### src/rtl/fetch_unit.sv
// fetch_unit: owns the PC, issues 1-cycle imem reads, buffers words in a prefetch queue.
// Optional FETCH_STATS_EN adds perf_fetched / perf_flushed counters.
module fetch_unit #(
    parameter int              XLEN     = 32,
    parameter logic [XLEN-1:0] RESET_PC = '0,
    parameter int              QDEPTH   = 4
) (
    input  logic            clk,
    input  logic            rst,
    output logic            imem_req,
    output logic [XLEN-1:0] imem_addr,
    input  logic [XLEN-1:0] imem_rdata,
    output logic            if_valid,
    input  logic            if_ready,
    output logic [XLEN-1:0] if_pc,
    output logic [XLEN-1:0] if_inst,
    input  logic            redirect_valid,
    input  logic [XLEN-1:0] redirect_pc,
    input  logic            halt,
    output logic            halted
`ifdef FETCH_STATS_EN
    ,
    output logic [31:0]     perf_fetched,
    output logic [31:0]     perf_flushed
`endif
);

    localparam int PW = $clog2(QDEPTH);
    localparam int CW = PW + 1;

    typedef enum logic [1:0] {
        S_BOOT,
        S_RUN,
        S_HALTED
    } state_t;

    state_t          r_state;
    logic [XLEN-1:0] r_pc;
    logic            r_inflight;
    logic [XLEN-1:0] r_inflight_pc;
    logic [XLEN-1:0] r_q_pc   [QDEPTH];
    logic [XLEN-1:0] r_q_inst [QDEPTH];
    logic [PW-1:0]   r_wptr;
    logic [PW-1:0]   r_rptr;
    logic [CW-1:0]   r_count;

    logic            w_run;
    logic            w_flush;
    logic [CW:0]     w_occ;
    logic            w_issue;
    logic            w_push;
    logic            w_pop;
    logic [XLEN-1:0] w_redir_pc;

    assign w_run      = (r_state == S_RUN);
    assign w_flush    = w_run && (redirect_valid || halt);
    // queued entries plus the response already on its way back
    assign w_occ      = {1'b0, r_count} + {{CW{1'b0}}, r_inflight};
    assign w_issue    = w_run && !redirect_valid && !halt
                        && (w_occ < (CW+1)'(QDEPTH));
    assign w_push     = r_inflight && !w_flush;
    assign w_pop      = if_valid && if_ready && !w_flush;
    assign w_redir_pc = {redirect_pc[XLEN-1:2], 2'b00};

    assign imem_req  = w_issue;
    assign imem_addr = r_pc;
    assign if_valid  = (r_count != '0);
    assign if_pc     = r_q_pc[r_rptr];
    assign if_inst   = r_q_inst[r_rptr];
    assign halted    = (r_state == S_HALTED);

    always_ff @(posedge clk) begin
        if (rst) begin
            r_state       <= S_BOOT;
            r_pc          <= RESET_PC;
            r_inflight    <= 1'b0;
            r_inflight_pc <= '0;
            r_wptr        <= '0;
            r_rptr        <= '0;
            r_count       <= '0;
            for (int i = 0; i < QDEPTH; i++) begin
                r_q_pc[i]   <= '0;
                r_q_inst[i] <= '0;
            end
        end else begin
            unique case (r_state)
                S_BOOT: begin
                    r_state <= S_RUN;
                    if (redirect_valid) r_pc <= w_redir_pc;
                end
                S_RUN: begin
                    if (halt) r_state <= S_HALTED;
                    else if (redirect_valid) r_pc <= w_redir_pc;
                    else if (w_issue) r_pc <= r_pc + XLEN'(4);
                end
                S_HALTED: r_state <= S_HALTED;
                default:  r_state <= S_BOOT;
            endcase

            r_inflight <= w_issue;
            if (w_issue) r_inflight_pc <= r_pc;

            if (w_flush) begin
                r_wptr  <= '0;
                r_rptr  <= '0;
                r_count <= '0;
            end else begin
                if (w_push) begin
                    r_q_pc[r_wptr]   <= r_inflight_pc;
                    r_q_inst[r_wptr] <= imem_rdata;
                    r_wptr           <= r_wptr + PW'(1);
                end
                if (w_pop) r_rptr <= r_rptr + PW'(1);
                r_count <= r_count + CW'(w_push) - CW'(w_pop);
            end
        end
    end

`ifdef FETCH_STATS_EN
    logic [31:0] r_fetched;
    logic [31:0] r_flushed;
    logic [32:0] w_flush_sum;

    assign w_flush_sum  = {1'b0, r_flushed} + 33'(w_occ);
    assign perf_fetched = r_fetched;
    assign perf_flushed = r_flushed;

    always_ff @(posedge clk) begin
        if (rst) begin
            r_fetched <= '0;
            r_flushed <= '0;
        end else begin
            if (w_pop && (r_fetched != '1)) r_fetched <= r_fetched + 32'd1;
            if (w_flush) r_flushed <= w_flush_sum[32] ? '1 : w_flush_sum[31:0];
        end
    end
`endif

endmodule

### config.mk
export PLATFORM = sky130hd
export DESIGN_NAME = fetch_unit
export DESIGN_NICKNAME = d
export VERILOG_FILES = /design/src/rtl/fetch_unit.sv
export SDC_FILE = /design/constraint.sdc
export NUM_CORES = 1
export LEC_CHECK = 0
export CORE_MARGIN = 8
export CORE_UTILIZATION = 48
export CTS_CLUSTER_DIAMETER = 50
export DETAILED_ROUTE_END_ITERATION = 7
export PLACE_DENSITY_LB_ADDON = 0.25
export REMOVE_ABC_BUFFERS = 1
export SLEW_MARGIN = 40
export SYNTH_ARGS = -nofsm -noshare
export SYNTH_HDL_FRONTEND = slang
export SYNTH_SLANG_ARGS = --single-unit
### constraint.sdc
create_clock -name clk -period 8.3 [get_ports clk]
set_input_delay 0.83 -clock clk [delete_from_list [all_inputs] [get_ports clk]]
set_output_delay 0.83 -clock clk [all_outputs]
set_load 0.02 [all_outputs]
==> results.toml <==
[sta]
skew_ns = 0.0240
finalSetupTns_ns = 0
setup_viol = 0
slew_headroom_pct = 45.8
fmax_mhz = 230
rsz0062_at_grt = "no"
slew_viol_final = 0
period_share_pct = 52.4
worst_slew_pin_slew_ns = 0.807
post-route-min-period_ns = 4.35
hold_viol = 0

[setup_path]
worstSetupStartpointType = "register"
criticalPathCategory = "reg -> out"
r2r_slack_ns = 5.16
rr_worst_depth = 6
r2r_start = "r_state[1]"
arrival_ns = 3.52
worst-path-max-fanout = 32
rr_endpoint = "r_q_inst[0][29]"
cp.required_ns = 7.47
end_kind = "output pin"

[routing]
routed_wl_um = 35000
wire_per_inst_um = 20.7
vias = 9562
wl_met3_um = 2740
via_per_inst = 5.65
drt_first_pass_iters = 5
wl_met1_um = 14600
drc = 0
wl_met2_um = 17000
top_layer = "met4"
drt_iter0_markers = 801
antenna_left = 0

[yosys]
synth.avg_cell_area_um2 = 12.7
synth.area.top_cells = "edfxtp_1 53%, dfxtp_1 10%, mux4_2 9.9%"
synth-async-reset-ratio_pct = 0
ys.flop_type = "edfxtp_1"
ys_warn_count = 0
synth_edf_count = 252
yosysUniqueCellTypes = 63
seq_area_frac_synth_pct = 62.9
syn_area_mm2 = 0.0143
synthCells = 1126
yosysTopAreaCell = "edfxtp_1"
synth_top_cell_area_share_pct = 52.9
synth-seq-cells = 324

[clock_network]
postCtsSetupBuffers = 0
cts-resized-gates = 0
clk_path_buf_depth = 3
cts_tree = "built"
clkLatencyLatePin_ns = 0.52
clkSinkCount = 324
clk_pin_slew_worst_paths_ns = 0.06
htree_levels = 2
cts_buffers = 38
clock-root-buffer = "clkbuf_16"
ctsHoldBuffers = 0

[grt]
track_usage_pct = 19.5
grt_start_max_net_pins = 114
grt_pass1_vias = 9861
grt_overflow = 0
antenna_found_initial = 0
grt_first_pass_wirelength_um = 55600

[worst_hold_path]
hp-class = "reg -> reg"
hold_path.startpoint = "r_inflight_pc[5]"
hold_end = "r_inflight_pc[5]"
min_path_cells = 2

[power_and_ir_drop]
power_density_mw_per_mm2 = 273
irDropWorstVdd_mv = 0.216
p_leak_uw = 0.00664

[layout]
final_nets = 1351
drive_gt1_share_pct = 13.2
fin_cells = 1692
diodes = 0
utilization_pct = 60.0
syn_to_final_growth_pct = 23.6

[die]
core_area_mm2 = 0.0295
dieHeight_um = 189
initial_core_util_pct = 48.6
die-width_um = 189
core.rowCount = 63
io_pins = 168
die_area_mm2 = 0.0356

[run_status]
status = "complete, no violations"

[run]
maxCapViolCount = 0

[place]
port_buffers = 163
dp_hpwl_um = 21300
place.gp.congestion = 0.856
placed_cells = 1620
through the flow:
| stage | setup slack (ns) | hold slack (ns) | instance area (µm²) | total power (µW) |
|---|---|---|---|---|
| 5_1_grt | 3.76 | 0.488 | 17700 | 5030 |
| 4_1_cts | 3.94 | 0.462 | 17600 | 4870 |
| 2_1_floorplan | 2.01 | 0.431 | 14000 | 2690 |
| 3_5_place_dp | 4.12 | 0.453 | 16400 | 3220 |
| 3_3_place_gp | 4.17 | 0.448 | 16300 | 3200 |
| 6_report | 3.95 | 0.467 | 17700 | 4840 |
cells in the final DEF, fill, tap and decap left out, drive strengths merged, types with 3 or more instances in the layout:
cell | Yosys | routed
and2 | 76 | 76
nand4 | 17 | 17
nor4 | 6 | 6
a31o | 7 | 7
nor2b | 3 | 3
or3 | 4 | 4
ha | 9 | 9
nand2 | 127 | 127
clkdlybuf4s50 | 0 | 162
nor3 | 13 | 13
nor2 | 119 | 119
o31ai | 4 | 4
o21ai | 26 | 26
dfxtp | 72 | 72
a211oi | 8 | 8
clkinv | 0 | 11
a311oi | 3 | 3
nand2b | 4 | 4
o32ai | 3 | 3
conb | 1 | 6
a21o | 6 | 6
xnor2 | 3 | 3
inv | 46 | 49
nand3 | 13 | 13
and3 | 66 | 66
a21oi | 51 | 51
mux4 | 63 | 63
edfxtp | 252 | 252
a22oi | 5 | 5
a31oi | 10 | 10
or4 | 3 | 3
clkbuf | 55 | 52
buf | 27 | 21
worst max-delay path by stage:
stage / from / end / slack (ns) / cells past startpoint
floorplan: redirect_valid / r_q_inst[2][0] / 2.01 / 3
global placement: rst / r_q_pc[2][23] / 4.17 / 6
detailed placement: rst / r_q_pc[2][21] / 4.12 / 6
CTS: r_count[1] / imem_req / 3.94 / 7
global route: r_count[1] / imem_req / 3.76 / 7
finish: r_count[1] / imem_req / 3.95 / 7
synth_stat cells, drive strengths merged (2+ instances only):
cell / number
edfxtp: 252
nand2: 127
a21o: 6
buf: 27
and3: 66
or2: 2
mux2i: 2
ha: 9
o211ai: 2
nor3: 13
nand2b: 4
inv: 46
a31o: 7
clkbuf: 55
a311oi: 3
a211oi: 8
o31a: 2
dfxtp: 72
xnor2: 3
or3: 4
a22oi: 5
a21oi: 51
o31ai: 4
mux4: 63
nor4: 6
nand4: 17
a2111oi: 2
and4: 2
nand3: 13
o32ai: 3
nor2b: 3
nor2: 119
a31oi: 10
and2: 76
or4: 3
o21ai: 26
kinds of logic after synthesis:
group | after synthesis | share of synthesized area (%)
adders and majority gates | 10 | 0.927
DFF | 324 | 62.9
muxes | 65 | 10.1
AOI/OAI and AO/OA | 138 | 6.10
other | 1 | 0.0262
buffers and inverters | 128 | 3.73
and+or+nand+nor | 456 | 16.0
xor gates and xnor gates | 4 | 0.245
layout make-up:
| type | count | area (µm²) |
|---|---|---|
| clock inverters | 18 | 170 |
| well taps | 390 | 488 |
| fillers | 2347 | 11800 |
| clock buffers | 52 | 1090 |
| inverters | 46 | 173 |
| flip-flops and latches | 324 | 9020 |
| multi-input cells | 679 | 4890 |
| repair buffers | 183 | 1870 |
critical path, stage by stage (launching register included):
cell             delay (ns)
dfxtp_1                0.36
ha_1                   0.24
o211a_1                0.24
o22a_1                 0.26
or3_1                  0.36
buf_4                  0.26
inv_2                  0.50
clkdlybuf4s50_1        0.76
where the power goes:
group / total (µW) / internal [µW] / switching (µW)
combinational: 1120 / 507 / 617
clock: 1650 / 990 / 655
sequential: 2070 / 1870 / 192
metal layers:
| metal | track usage (%) | vias up |
|---|---|---|
| met5 | 0 | - |
| met4 | 4.81 | 0 |
| met3 | 4.16 | 49 |
| met2 | 32.4 | 365 |
| met1 | 25.9 | 4718 |
| li1 | - | 4430 |
registers in the layout, indices dropped and copies added, names as in the netlist, named ones only:
signal and cells:
r_inflight 1, r_inflight_pc 30, r_q_pc 124, imem_addr 30, r_rptr 2, r_wptr 2, r_count 3, r_state 2
r_q_inst 128
Note: power is estimated with default switching activity, not from simulation.
==> edit 1 (same flow settings) <==
Change the parameter `QDEPTH` from 4 to 2.
--- a/src/rtl/fetch_unit.sv
+++ b/src/rtl/fetch_unit.sv
@@ -5,3 +5,3 @@
     parameter logic [XLEN-1:0] RESET_PC = '0,
-    parameter int              QDEPTH   = 4
+    parameter int              QDEPTH   = 2
 ) (
Formal check against the unedited RTL: not equivalent (a bounded check fails within 4 cycles, from zero or initial values and one cycle with rst high).
==> edit 1 against the original RTL <==
  * Global-route usage shrank 0.44 points
  * Core utilization grew 2.7 points
  * Total power shrank 44%
  * Clock power shrank 49%
  * Clock skew shrank 0.0068 ns
  * Wire length shrank 38%
  * Area after synthesis shrank 39%
  * Sequential cell count shrank 132
  * Die area shrank 36%
  * Setup slack gained 0.68 ns
  * Largest cell class unchanged
  * Design area shrank 36%
==> edit 1: results (changes against the original RTL) <==
Outcome = finished clean
Vias post-DR = 6385 (-33%)
Met3 Usage GRT = 5.23% (+1.1 points)
Worst EP arrival = 2.84 ns (-0.68 ns)
Clk pwr share = 30.9% (-3.1 points)
Worst path max stage delay = 0.63 ns (-0.13 ns)
Iter 0 DRT Violations = 412 (-49%)
Placed Instance Area = 10600 um2 (-35%)
Routed met3 length = 1.70 mm (-38%)
Total Power = 2.73 mW (-44%)
Yosys cell types = 58 (-7.9%)
Inst Count DP = 1139 (-30%)
Ratio of cells with drive above 1 in the final layout = 13.2% (-0.047 points)
Layout clock area frac = 5.43% (-1.7 points)
Hpwl dp = 13.7 mm (-36%)
Vias in the first global route = 6188 (-37%)
GPL Wtd Cong = 0.796 (-7.0%)
Internal power = 1.89 mW (-44%)
Clock Latency Late Sink = 0.43 ns (-0.09 ns)
Num CTS Buffers = 17 (-55%)
Post-placement worst setup slack = 4.63 ns (+0.509 ns)
Chip Width = 151 um (-20%)
Met2 usage = 30.7% (-1.7 points)
Via-to-Cell Ratio = 5.45 (-3.5%)
Final hold slack = 0.460 ns (-0.00731 ns)
Sequential area share after synthesis = 58.1% (-4.8 points)
Worst Path Max Fanout = 25 (-22%)
Nets = 1004 (-26%)
Signal buf overhead = 15.5% (+4.9 points)
GR Util met1 = 24.9% (-1.0 points)
Synth area leaders = edfxtp_1, dfxtp_1, and2_1, mux2_2, nand2_1
Peak supply drop = 0.197 mV (-8.6%)
Seq pwr share = 44.2% (+1.5 points)
Global-route usage over all layers = 19.1% (-0.44 points)
CLK BUF = 23 (-56%)
Multi-input logic portion of the cell area = 30.9% (+3.3 points)
Clock Path Buffers = 2 (-1)
EDFF count, synth = 124 (-51%)
First-pass GRT wire length = 33.6 mm (-40%)
Inverters = 9 (-80%)
Port bufs = 161 (-1.2%)
Fin util = 62.8% (+2.7 points)
DRT met1 WL = 9.47 mm (-35%)
H-tree levels = 4 (+2)
LEAKAGE = 4.07 nW (-39%)
Avg Inst Size Synth = 11.1 um2 (-13%)
Synth top cells by count = and2_1, edfxtp_1, nand2_1, dfxtp_1, mux2_2
Met2 wire len = 10.2 mm (-40%)
Largest regs = r_q_inst (64), r_q_pc (60)
## edit 1: cells by family (layout without fill, tap and decap cells)
| group | Yosys count | after routing | synth area share [%] |
|---|---|---|---|
| compound gates | 107 | 107 | 7.72 |
| xor+xnor | 4 | 4 | 0.400 |
| fa+ha+maj | 6 | 6 | 0.857 |
| buf+inv | 66 | 214 | 3.10 |
| flops | 192 | 192 | 58.1 |
| mux | 67 | 67 | 8.56 |
| other cells | 1 | 4 | 0.0428 |
| simple gates | 348 | 348 | 21.2 |
## edit 1: worst paths after layout
check,cells after the start,end,from
worst max-delay path,5,imem_req,redirect_valid
worst min-delay path,2,r_inflight_pc[16],r_inflight_pc[16]
worst max register to register,6,r_q_pc[0][17],r_state[1]
worst min register to register,2,r_inflight_pc[16],r_inflight_pc[16]
## edit 1: worst reg2reg max path: stages (launching register included)
cell      delay (ns)
dfxtp_1         0.35
inv_1           0.07
ha_1            0.29
o21ai_0         0.15
nand2_1         0.20
o21bai_4        0.54
buf_4           0.68
==> edit 2 (same settings) <==
Made on the original files. Re-encode `state_t` (3 states) as one-hot, 3 bits wide.
--- a/src/rtl/fetch_unit.sv
+++ b/src/rtl/fetch_unit.sv
@@ -30,6 +30,6 @@
 
-    typedef enum logic [1:0] {
-        S_BOOT,
-        S_RUN,
-        S_HALTED
+    typedef enum logic [2:0] {
+        S_BOOT   = 3'b001,
+        S_RUN    = 3'b010,
+        S_HALTED = 3'b100
     } state_t;
Function: no difference found for any inputs over 4 cycles, from zero or initial values and one cycle with rst high; so few cycles prove little.
==> edit 2 against the original RTL <==
  * Area after synthesis hardly changed
  * Total power fell by 5.1%
  * Maximum frequency down 9.7%
  * Global-route usage fell by 0.23 points
  * Clock power is 3% lower
  * Final cell count decreased by 0.24%
  * Sequential cell count up 1
  * Setup slack got worse by 0.47 ns
  * Wire length up 0.31%
  * Clock skew decreased by 0.010 ns
  * Combinational power is 9.8% lower
  * Design area fell by 0.82%
  * Highest routed layer unchanged
==> edit 2: results (changes against the original RTL) <==
Outcome = finished clean
Hpwl dp = 20.7 mm (-2.6%)
Signal buf overhead = 10.4% (-0.13 points)
Min-delay src = r_inflight_pc[4]
Worst EP arrival = 3.98 ns (+0.46 ns)
Global-route usage over all layers = 19.3% (-0.23 points)
Synth Instances = 1133 (+0.62%)
Relative slew slack = 46.2% (+0.34 points)
Setup Skew = 0.0137 ns (-0.0103 ns)
Mux contribution to synthesized area = 9.99% (-0.060 points)
Vias post-DR = 9639 (+0.81%)
GPL Wtd Cong = 0.825 (-3.7%)
Multi-input logic portion of the cell area = 27.3% (-0.33 points)
Seq Cell Count = 325 (+0.31%)
Post-Synth XOR/XNOR Area = 0.367% (+0.12 points)
CLK BUF = 53 (+1.9%)
Peak supply drop = 0.162 mV (-25%)
FF-to-FF Start = r_state[2]
Storage element area = 9040 um2 (+0.22%)
Iter 0 DRT Violations = 726 (-9.4%)
Yosys cell types = 62 (-1.6%)
Chip Width = 189 um (about the same)
Inst Count DP = 1619 (-0.062%)
Nets = 1343 (-0.59%)
Final hold slack = 0.464 ns (-0.00302 ns)
Vias in the first global route = 9797 (-0.65%)
LEAKAGE = 6.63 nW (-0.17%)
Ratio of cells with drive above 1 in the final layout = 12.5% (-0.73 points)
Reg-to-reg setup timing slack = 5.43 ns (+0.27 ns)
Final period util = 58.0% (+5.6 points)
Finished Layout Cells = 1688 (-0.24%)
Mean routed wirelength per cell = 20.8 um (+0.55%)
Depth of the most critical reg-to-reg path = 7 (+1)
Placed Instance Area = 16300 um2 (-0.37%)
R2r endpoint = r_inflight_pc[5]
edit 2: worst max path at each step:
stage	end	cells after the start	startpoint
after floorplan	r_q_inst[0][0]	4	halt
after global placement	imem_req	7	redirect_valid
after detailed placement	imem_req	7	redirect_valid
after CTS	imem_req	7	redirect_valid
after global routing	imem_req	7	redirect_valid
final	imem_req	7	redirect_valid
edit 2: report_power, final:
| part | switching [mW] | internal, mW |
|---|---|---|
| registers | 0.138 | 1.84 |
| clock network | 0.644 | 0.956 |
| logic | 0.507 | 0.502 |
| total | 1.29 | 3.30 |
edit 2: metal layers:
layer	track usage, %	part of all wire (%)
met1	25.0	42
met2	31.4	48
met3	6.01	9.1
met4	4.33	1.5
met5	0	0
edit 2: worst max-delay path, delay by kind of cell:
family,cells,cell delay (ns)
simple gates,2,0.87
buf+inv,5,2.27
